`config.mk`:
```
export PLATFORM = sky130hd
export DESIGN_NAME = calc_sequencer
export DESIGN_NICKNAME = d
export VERILOG_FILES = /design/src/rtl/calc_pkg.sv /design/src/rtl/calc_bin2bcd.sv /design/src/rtl/calc_sequencer.sv
export SDC_FILE = /design/constraint.sdc
export NUM_CORES = 1
export LEC_CHECK = 0
export BUFFER_PORTS_ARGS = -buffer_cell sky130_fd_sc_hd__buf_2
export CAP_MARGIN = 15
export CORE_UTILIZATION = 30
export DETAILED_ROUTE_END_ITERATION = 7
export PLACE_DENSITY = 0.55
export SETUP_SLACK_MARGIN = 0.02
export SLEW_MARGIN = 40
export SYNTH_ARGS = -nofsm -noshare
export SYNTH_HDL_FRONTEND = slang
export SYNTH_SLANG_ARGS = --single-unit
```
`constraint.sdc`:
```
create_clock -name clk -period 4.6 [get_ports clk]
set_clock_uncertainty 0.1 [all_clocks]
set_input_delay 0 -clock clk [delete_from_list [all_inputs] [get_ports clk]]
set_output_delay 0 -clock clk [all_outputs]
set_load 0.1 [all_outputs]
```
`src/rtl/calc_pkg.sv`:
```
// Shared encodings for the calculator key sequencer: FSM states, key classes,
// ALU operation codes, display constants and small digit helpers.
package calc_pkg;

    localparam int OPND_W = 14;
    localparam int BCD_W  = 16;

    typedef enum logic [2:0] {
        ST_ENTER_A  = 3'd0,
        ST_ENTER_B  = 3'd1,
        ST_WAIT_ALU = 3'd2,
        ST_CONVERT  = 3'd3,
        ST_SHOW_RES = 3'd4,
        ST_ERROR    = 3'd5
    } calcState_t;

    localparam logic [1:0] KEY_DIGIT  = 2'd0;
    localparam logic [1:0] KEY_OP     = 2'd1;
    localparam logic [1:0] KEY_EQUALS = 2'd2;
    localparam logic [1:0] KEY_CLEAR  = 2'd3;

    localparam logic [1:0] OP_ADD = 2'd0;
    localparam logic [1:0] OP_SUB = 2'd1;
    localparam logic [1:0] OP_MUL = 2'd2;
    localparam logic [1:0] OP_DIV = 2'd3;

    localparam logic [BCD_W-1:0] DISP_ERROR = 16'hEEEE;

    function automatic logic [OPND_W-1:0] appendDigit(input logic [OPND_W-1:0] bin,
                                                      input logic [3:0] digit);
        return bin * OPND_W'(10) + OPND_W'(digit);
    endfunction

    // Double-dabble correction: any BCD nibble of 5 or more gets +3 before the shift.
    function automatic logic [BCD_W-1:0] bcdAdd3(input logic [BCD_W-1:0] v);
        logic [BCD_W-1:0] r;
        for (int i = 0; i < BCD_W / 4; i++) begin
            r[4*i +: 4] = (v[4*i +: 4] >= 4'd5) ? v[4*i +: 4] + 4'd3 : v[4*i +: 4];
        end
        return r;
    endfunction

endpackage

```
`src/rtl/calc_bin2bcd.sv`:
```
// Serial double-dabble binary-to-BCD converter: load on start, 14 shift cycles,
// then a one-cycle done pulse with the BCD result held on bcd.
module calc_bin2bcd
    import calc_pkg::*;
(
    input  logic              clk,
    input  logic              rst,
    input  logic              start,
    input  logic              abort,
    input  logic [OPND_W-1:0] bin,
    output logic [BCD_W-1:0]  bcd,
    output logic              done
);

    logic [OPND_W-1:0] shiftBin;
    logic [3:0]        bitCnt;
    logic              busy;

    always_ff @(posedge clk or negedge rst) begin
        if (!rst) begin
            shiftBin <= '0;
            bcd      <= '0;
            bitCnt   <= '0;
            busy     <= 1'b0;
            done     <= 1'b0;
        end else if (abort) begin
            bitCnt <= '0;
            busy   <= 1'b0;
            done   <= 1'b0;
        end else if (start) begin
            shiftBin <= bin;
            bcd      <= '0;
            bitCnt   <= 4'(OPND_W);
            busy     <= 1'b1;
            done     <= 1'b0;
        end else if (busy) begin
            {bcd, shiftBin} <= {bcdAdd3(bcd), shiftBin} << 1;
            bitCnt          <= bitCnt - 4'd1;
            if (bitCnt == 4'd1) begin
                busy <= 1'b0;
                done <= 1'b1;
            end
        end else begin
            done <= 1'b0;
        end
    end

endmodule

```
`src/rtl/calc_sequencer.sv`:
```
// Calculator key sequencer: collects two operands from key events, drives the ALU
// handshake, converts the result to BCD and feeds the display with change-driven loads.
module calc_sequencer
    import calc_pkg::*;
#(
    parameter int MAX_DIGITS  = 4,
    parameter int ALU_TIMEOUT = 255
) (
    input  logic              clk,
    input  logic              rst,
    input  logic              key_valid,
    input  logic [1:0]        key_type,
    input  logic [3:0]        key_digit,
    input  logic [1:0]        key_op,
    output logic [OPND_W-1:0] op_a,
    output logic [OPND_W-1:0] op_b,
    output logic [1:0]        alu_op,
    output logic              alu_start,
    input  logic              alu_done,
    input  logic [OPND_W-1:0] alu_result,
    input  logic              alu_error,
    output logic [BCD_W-1:0]  disp_bcd,
    output logic              disp_load,
    input  logic              disp_busy,
    output logic [2:0]        state,
    output logic              err
);

    localparam int CNT_W = $clog2(MAX_DIGITS + 1);
    localparam int TMO_W = $clog2(ALU_TIMEOUT + 1);

    calcState_t        curState, stateN;
    logic [OPND_W-1:0] opABin, opABinN, opBBin, opBBinN;
    logic [BCD_W-1:0]  opABcd, opABcdN, opBBcd, opBBcdN;
    logic [CNT_W-1:0]  opACnt, opACntN, opBCnt, opBCntN;
    logic [1:0]        aluOpN, pendOp, pendOpN;
    logic              fromOp, fromOpN, aluStartN;
    logic [TMO_W-1:0]  waitCnt, waitCntN;
    logic [BCD_W-1:0]  shownVal, shownN, convBcd;
    logic              pending, convStart, convDone;
    logic              keyDigit, keyOp, keyEq, keyClr, shownChanged;

    assign keyDigit = key_valid && (key_type == KEY_DIGIT) && (key_digit <= 4'd9);
    assign keyOp    = key_valid && (key_type == KEY_OP);
    assign keyEq    = key_valid && (key_type == KEY_EQUALS);
    assign keyClr   = key_valid && (key_type == KEY_CLEAR);

    assign op_a  = opABin;
    assign op_b  = opBBin;
    assign state = curState;
    assign err   = (curState == ST_ERROR);

    calc_bin2bcd u_bin2bcd (
        .clk   (clk),
        .rst   (rst),
        .start (convStart),
        .abort (keyClr),
        .bin   (alu_result),
        .bcd   (convBcd),
        .done  (convDone)
    );

    always_comb begin
        stateN    = curState;
        opABinN   = opABin;
        opABcdN   = opABcd;
        opACntN   = opACnt;
        opBBinN   = opBBin;
        opBBcdN   = opBBcd;
        opBCntN   = opBCnt;
        aluOpN    = alu_op;
        pendOpN   = pendOp;
        fromOpN   = fromOp;
        waitCntN  = waitCnt;
        aluStartN = 1'b0;
        convStart = 1'b0;

        // Clear wins over everything, including an alu_done in the same cycle.
        if (keyClr) begin
            stateN   = ST_ENTER_A;
            opABinN  = '0;
            opABcdN  = '0;
            opACntN  = '0;
            opBBinN  = '0;
            opBBcdN  = '0;
            opBCntN  = '0;
            aluOpN   = '0;
            pendOpN  = '0;
            fromOpN  = 1'b0;
            waitCntN = '0;
        end else begin
            case (curState)
                ST_ENTER_A: begin
                    if (keyDigit && (opACnt < CNT_W'(MAX_DIGITS))) begin
                        opABinN = appendDigit(opABin, key_digit);
                        opABcdN = {opABcd[BCD_W-5:0], key_digit};
                        opACntN = opACnt + CNT_W'(1);
                    end else if (keyOp) begin
                        aluOpN  = key_op;
                        opBBinN = '0;
                        opBBcdN = '0;
                        opBCntN = '0;
                        stateN  = ST_ENTER_B;
                    end
                end
                ST_ENTER_B: begin
                    if (keyDigit && (opBCnt < CNT_W'(MAX_DIGITS))) begin
                        opBBinN = appendDigit(opBBin, key_digit);
                        opBBcdN = {opBBcd[BCD_W-5:0], key_digit};
                        opBCntN = opBCnt + CNT_W'(1);
                    end else if (keyOp && (opBCnt == '0)) begin
                        aluOpN = key_op;
                    end else if (keyOp || (keyEq && (opBCnt != '0))) begin
                        aluStartN = 1'b1;
                        pendOpN   = key_op;
                        fromOpN   = keyOp;
                        waitCntN  = '0;
                        stateN    = ST_WAIT_ALU;
                    end
                end
                ST_WAIT_ALU: begin
                    if (alu_done) begin
                        if (alu_error) begin
                            stateN = ST_ERROR;
                        end else begin
                            opABinN   = alu_result;
                            convStart = 1'b1;
                            stateN    = ST_CONVERT;
                        end
                    end else if (waitCnt == TMO_W'(ALU_TIMEOUT - 1)) begin
                        stateN = ST_ERROR;
                    end else begin
                        waitCntN = waitCnt + TMO_W'(1);
                    end
                end
                ST_CONVERT: begin
                    if (convDone) begin
                        opABcdN = convBcd;
                        if (fromOp) begin
                            aluOpN  = pendOp;
                            opBBinN = '0;
                            opBBcdN = '0;
                            opBCntN = '0;
                            stateN  = ST_ENTER_B;
                        end else begin
                            stateN = ST_SHOW_RES;
                        end
                    end
                end
                ST_SHOW_RES: begin
                    if (keyDigit) begin
                        opABinN = OPND_W'(key_digit);
                        opABcdN = BCD_W'(key_digit);
                        opACntN = CNT_W'(1);
                        stateN  = ST_ENTER_A;
                    end else if (keyOp) begin
                        aluOpN  = key_op;
                        opBBinN = '0;
                        opBBcdN = '0;
                        opBCntN = '0;
                        stateN  = ST_ENTER_B;
                    end
                end
                ST_ERROR: ;
                default: stateN = ST_ENTER_A;
            endcase
        end

        case (stateN)
            ST_ENTER_A:  shownN = opABcdN;
            ST_ENTER_B:  shownN = opBBcdN;
            ST_SHOW_RES: shownN = opABcdN;
            ST_ERROR:    shownN = DISP_ERROR;
            default:     shownN = shownVal;
        endcase
    end

    assign shownChanged = (shownN != shownVal);

    always_ff @(posedge clk or negedge rst) begin
        if (!rst) begin
            curState  <= ST_ENTER_A;
            opABin    <= '0;
            opABcd    <= '0;
            opACnt    <= '0;
            opBBin    <= '0;
            opBBcd    <= '0;
            opBCnt    <= '0;
            alu_op    <= '0;
            pendOp    <= '0;
            fromOp    <= 1'b0;
            waitCnt   <= '0;
            alu_start <= 1'b0;
            shownVal  <= '0;
            pending   <= 1'b1;
            disp_bcd  <= '0;
            disp_load <= 1'b0;
        end else begin
            curState  <= stateN;
            opABin    <= opABinN;
            opABcd    <= opABcdN;
            opACnt    <= opACntN;
            opBBin    <= opBBinN;
            opBBcd    <= opBBcdN;
            opBCnt    <= opBCntN;
            alu_op    <= aluOpN;
            pendOp    <= pendOpN;
            fromOp    <= fromOpN;
            waitCnt   <= waitCntN;
            alu_start <= aluStartN;
            shownVal  <= shownN;
            // A change arriving in the same cycle as a load stays pending for the next one.
            if (pending && !disp_busy) begin
                disp_bcd  <= shownVal;
                disp_load <= 1'b1;
                pending   <= shownChanged;
            end else begin
                disp_load <= 1'b0;
                pending   <= pending | shownChanged;
            end
        end
    end

endmodule

```
==> results.cfg <==
[hold_path]
hp-class = in2async

[timing]
worst_pin_slew_ns = 0.805
finalMaxSlewViolations = 0
timing_hold_violations_final = 0
finalCritPeriodShare = 0.778
rsz0062_at_grt = false
period_minus_slack_ns = 3.58
max_slew_margin = 0.462
fin_setup_tns_ns = 0
finalSetupViolations = 0
max_freq_mhz = 280

[logic_synthesis]
synth-edff-count = 0
synth_cells = 958
synth_nets = 1049
ys_types = 73
yosys_register_bits = 153
syn_area_per_cell_um2 = 9.37
synth_ff_type = dfrtp_1
yosys_warnings = 0
ys_seq_area_frac = 0.426
synthArstFlopShare = 1.00
syn_area_um2 = 8980

[worst_setup_path]
startpoint = state[0]
worstPathRequired_ns = 4.85
reg2reg_depth = 10
crit_family = compound AO/OA/AOI/OAI gates
worst_setup_path_end_kind = flop
cp-start-kind = flop
rr_startpoint = state[0]
critPathBufInv = 1
cpMostUsedCell = o22ai_1
worst_path_largest_cell_delay_ns = 0.67
arrival_ns = 3.82
path_max_fanout = 18
cp_slowest_cell = dfrtp_1
crit_chain = or3b_1 > nor4b_4 > o22ai_1 > nand2_1 > inv_2 > o31ai_1 > o22ai_1 > a221o_1 > a221oi_1 > o2111ai_1
r2r_slack_ns = 1.02
critPathKind = reg2reg
r2r_end = pending

[clock_tree]
clock_latency_ns = 0.43
path_clk_slew_ns = 0.08
cts_sinks = 153
post_cts_buffers = 0
cts_made_buffers = 17
cts_tree = done
cts_buffer_depth = 2
root_buffer = clkbuf_16
cts-htree-levels = 4

[layout]
drive_gt1_frac = 0.155
final_core_util = 0.367
diodes = 0
num-fill-cells = 2946
synthToLayoutAreaGrowth_pct = 18.8
final_nets = 1142

[global_routing]
grt_max_degree = 84
grt.overflow.total = 0
grt_pass1_wl_um = 39700
track_usage = 0.162
antenna_found_initial = 0
grt_pass1_vias = 7521

[flow_run]
maxCapViolCount = 0

[power_and_ir_drop]
power.leakage_uw = 0.00504
p_total_uw = 6760
power.density_nw_per_um2 = 633
peakVddDrop_mv = 0.263

[detailed_routing]
wl_um = 23600
wire_per_inst_um = 16.3
ant_nets = 0
drt_pre_antenna_iters = 5
routed_via_density = 5.06
drc_errors = 0
first_iter_violations = 497
vias = 7322

[floorplanning]
core_um2 = 29100
die_w_um = 175
dieArea_um2 = 30600
floorplan.initialDensity = 0.309
io_pins = 80
die_h_um = 175
rows = 62

[place]
dp_hpwl_um = 17000
place_congestion = 0.853
io_buffers = 79

[run_status]
outcome = finished clean
timing repair:
item                                   4_1_cts  5_1_grt
endpoints found under the hold margin      119        0
hold buffers                                26        0
resized for setup                            0        0
kinds of logic (layout without fill, tap and decap cells):
logic type,count (synthesis),after routing,share of synthesized area
xor gates and xnor gates,49,49,0.0493
DFF,153,153,0.426
buffers and inverters,93,199,0.0411
muxes,28,28,0.0334
adders and majority gates,63,63,0.0911
AOI/OAI and AO/OA,275,275,0.201
and+or+nand+nor,297,297,0.158
worst reg2reg max path, stage by stage, from the launching register on:
cell	delay, ns
dfrtp_1	0.67
or3b_1	0.47
nor4b_4	0.38
o22ai_1	0.15
nand2_1	0.40
inv_2	0.16
o31ai_1	0.34
o22ai_1	0.15
a221o_1	0.28
a221oi_1	0.25
o2111ai_1	0.15
report_power, final:
group          leakage, µW  switching (µW)  total, µW  internal (µW)
logic              0.00265            2420       3410            989
registers          0.00209             278       1920           1640
clock network     0.000299             688       1430            744
synthesized netlist by cell type, types with 12 or more instances:
cell	count	area, µm²
a21oi_1	50	250
nand2_1	115	432
mux2_2	16	180
nand2b_1	12	75.1
a22oi_1	35	263
clkbuf_1	26	97.6
ha_1	59	738
nor2_1	80	300
a22o_1	12	105
nor2b_1	16	100
nand3_1	20	100
xor2_1	20	175
mux2i_1	12	120
xnor2_1	28	245
inv_1	49	184
o21ai_0	88	440
dfrtp_1	152	3800
area by class of cell:
cell class	count	area, µm²	share of cell area
Clock inverter	15	189	0.0177
Tap cell	384	480	0.0450
Timing Repair Buffer	115	739	0.0693
Multi-Input combinational cell	712	4810	0.451
Inverter	52	195	0.0183
Clock buffer	17	425	0.0399
Sequential cell	153	3830	0.359
registers in the layout, summed over array words and instances (netlist names):
name                count
disp_bcd               16
opABcd                 16
opBBcd                 16
shownVal               16
u_bin2bcd.bcd          16
op_a                   14
op_b                   14
u_bin2bcd.shiftBin     14
waitCnt                 8
u_bin2bcd.bitCnt        4
opACnt                  3
opBCnt                  3
state                   3
alu_op                  2
pendOp                  2
alu_start               1
disp_load               1
fromOp                  1
pending                 1
u_bin2bcd.busy          1
u_bin2bcd.done          1
worst max path at each step:
stage | end | slack (ns) | cells past startpoint
after floorplan | pending | 0.84 | 12
after global placement | pending | 1.10 | 10
after detailed placement | pending | 1.06 | 10
after CTS | pending | 1.07 | 10
after global routing | pending | 0.78 | 10
final | pending | 1.02 | 10
layout by cell type, fill, tap and decap left out, drive strengths merged, types with 26 or more instances in the layout:
| cell type | count |
|---|---|
| dfrtp | 152 |
| nand2 | 115 |
| o21ai | 91 |
| buf | 88 |
| nor2 | 80 |
| ha | 59 |
| inv | 59 |
| a21oi | 51 |
| a22oi | 37 |
| xnor2 | 28 |
| dlygate4sd3 | 26 |
routing by layer:
metal / share of wire / vias to the layer above / routed length (µm) / track usage
li1: - / 3598 / - / -
met1: 0.48 / 3576 / 11300 / 0.215
met2: 0.47 / 134 / 11100 / 0.269
met3: 0.040 / 14 / 956 / 0.0311
met4: 0.011 / 0 / 264 / 0.0428
met5: 0 / - / 0 / 0
metrics by stage:
step	cell area [µm²]	std cells	hold slack [ns]	setup slack, ns
after floorplan	8980	958	-0.396	0.839
after global placement	9780	1390	0.0106	1.10
after detailed placement	9780	1390	0.0117	1.06
after CTS	10700	1448	0.0227	1.07
after global routing	10700	1448	0.0628	0.776
final	10700	1448	0.0395	1.02
Note: power is estimated with default switching activity, not from simulation.
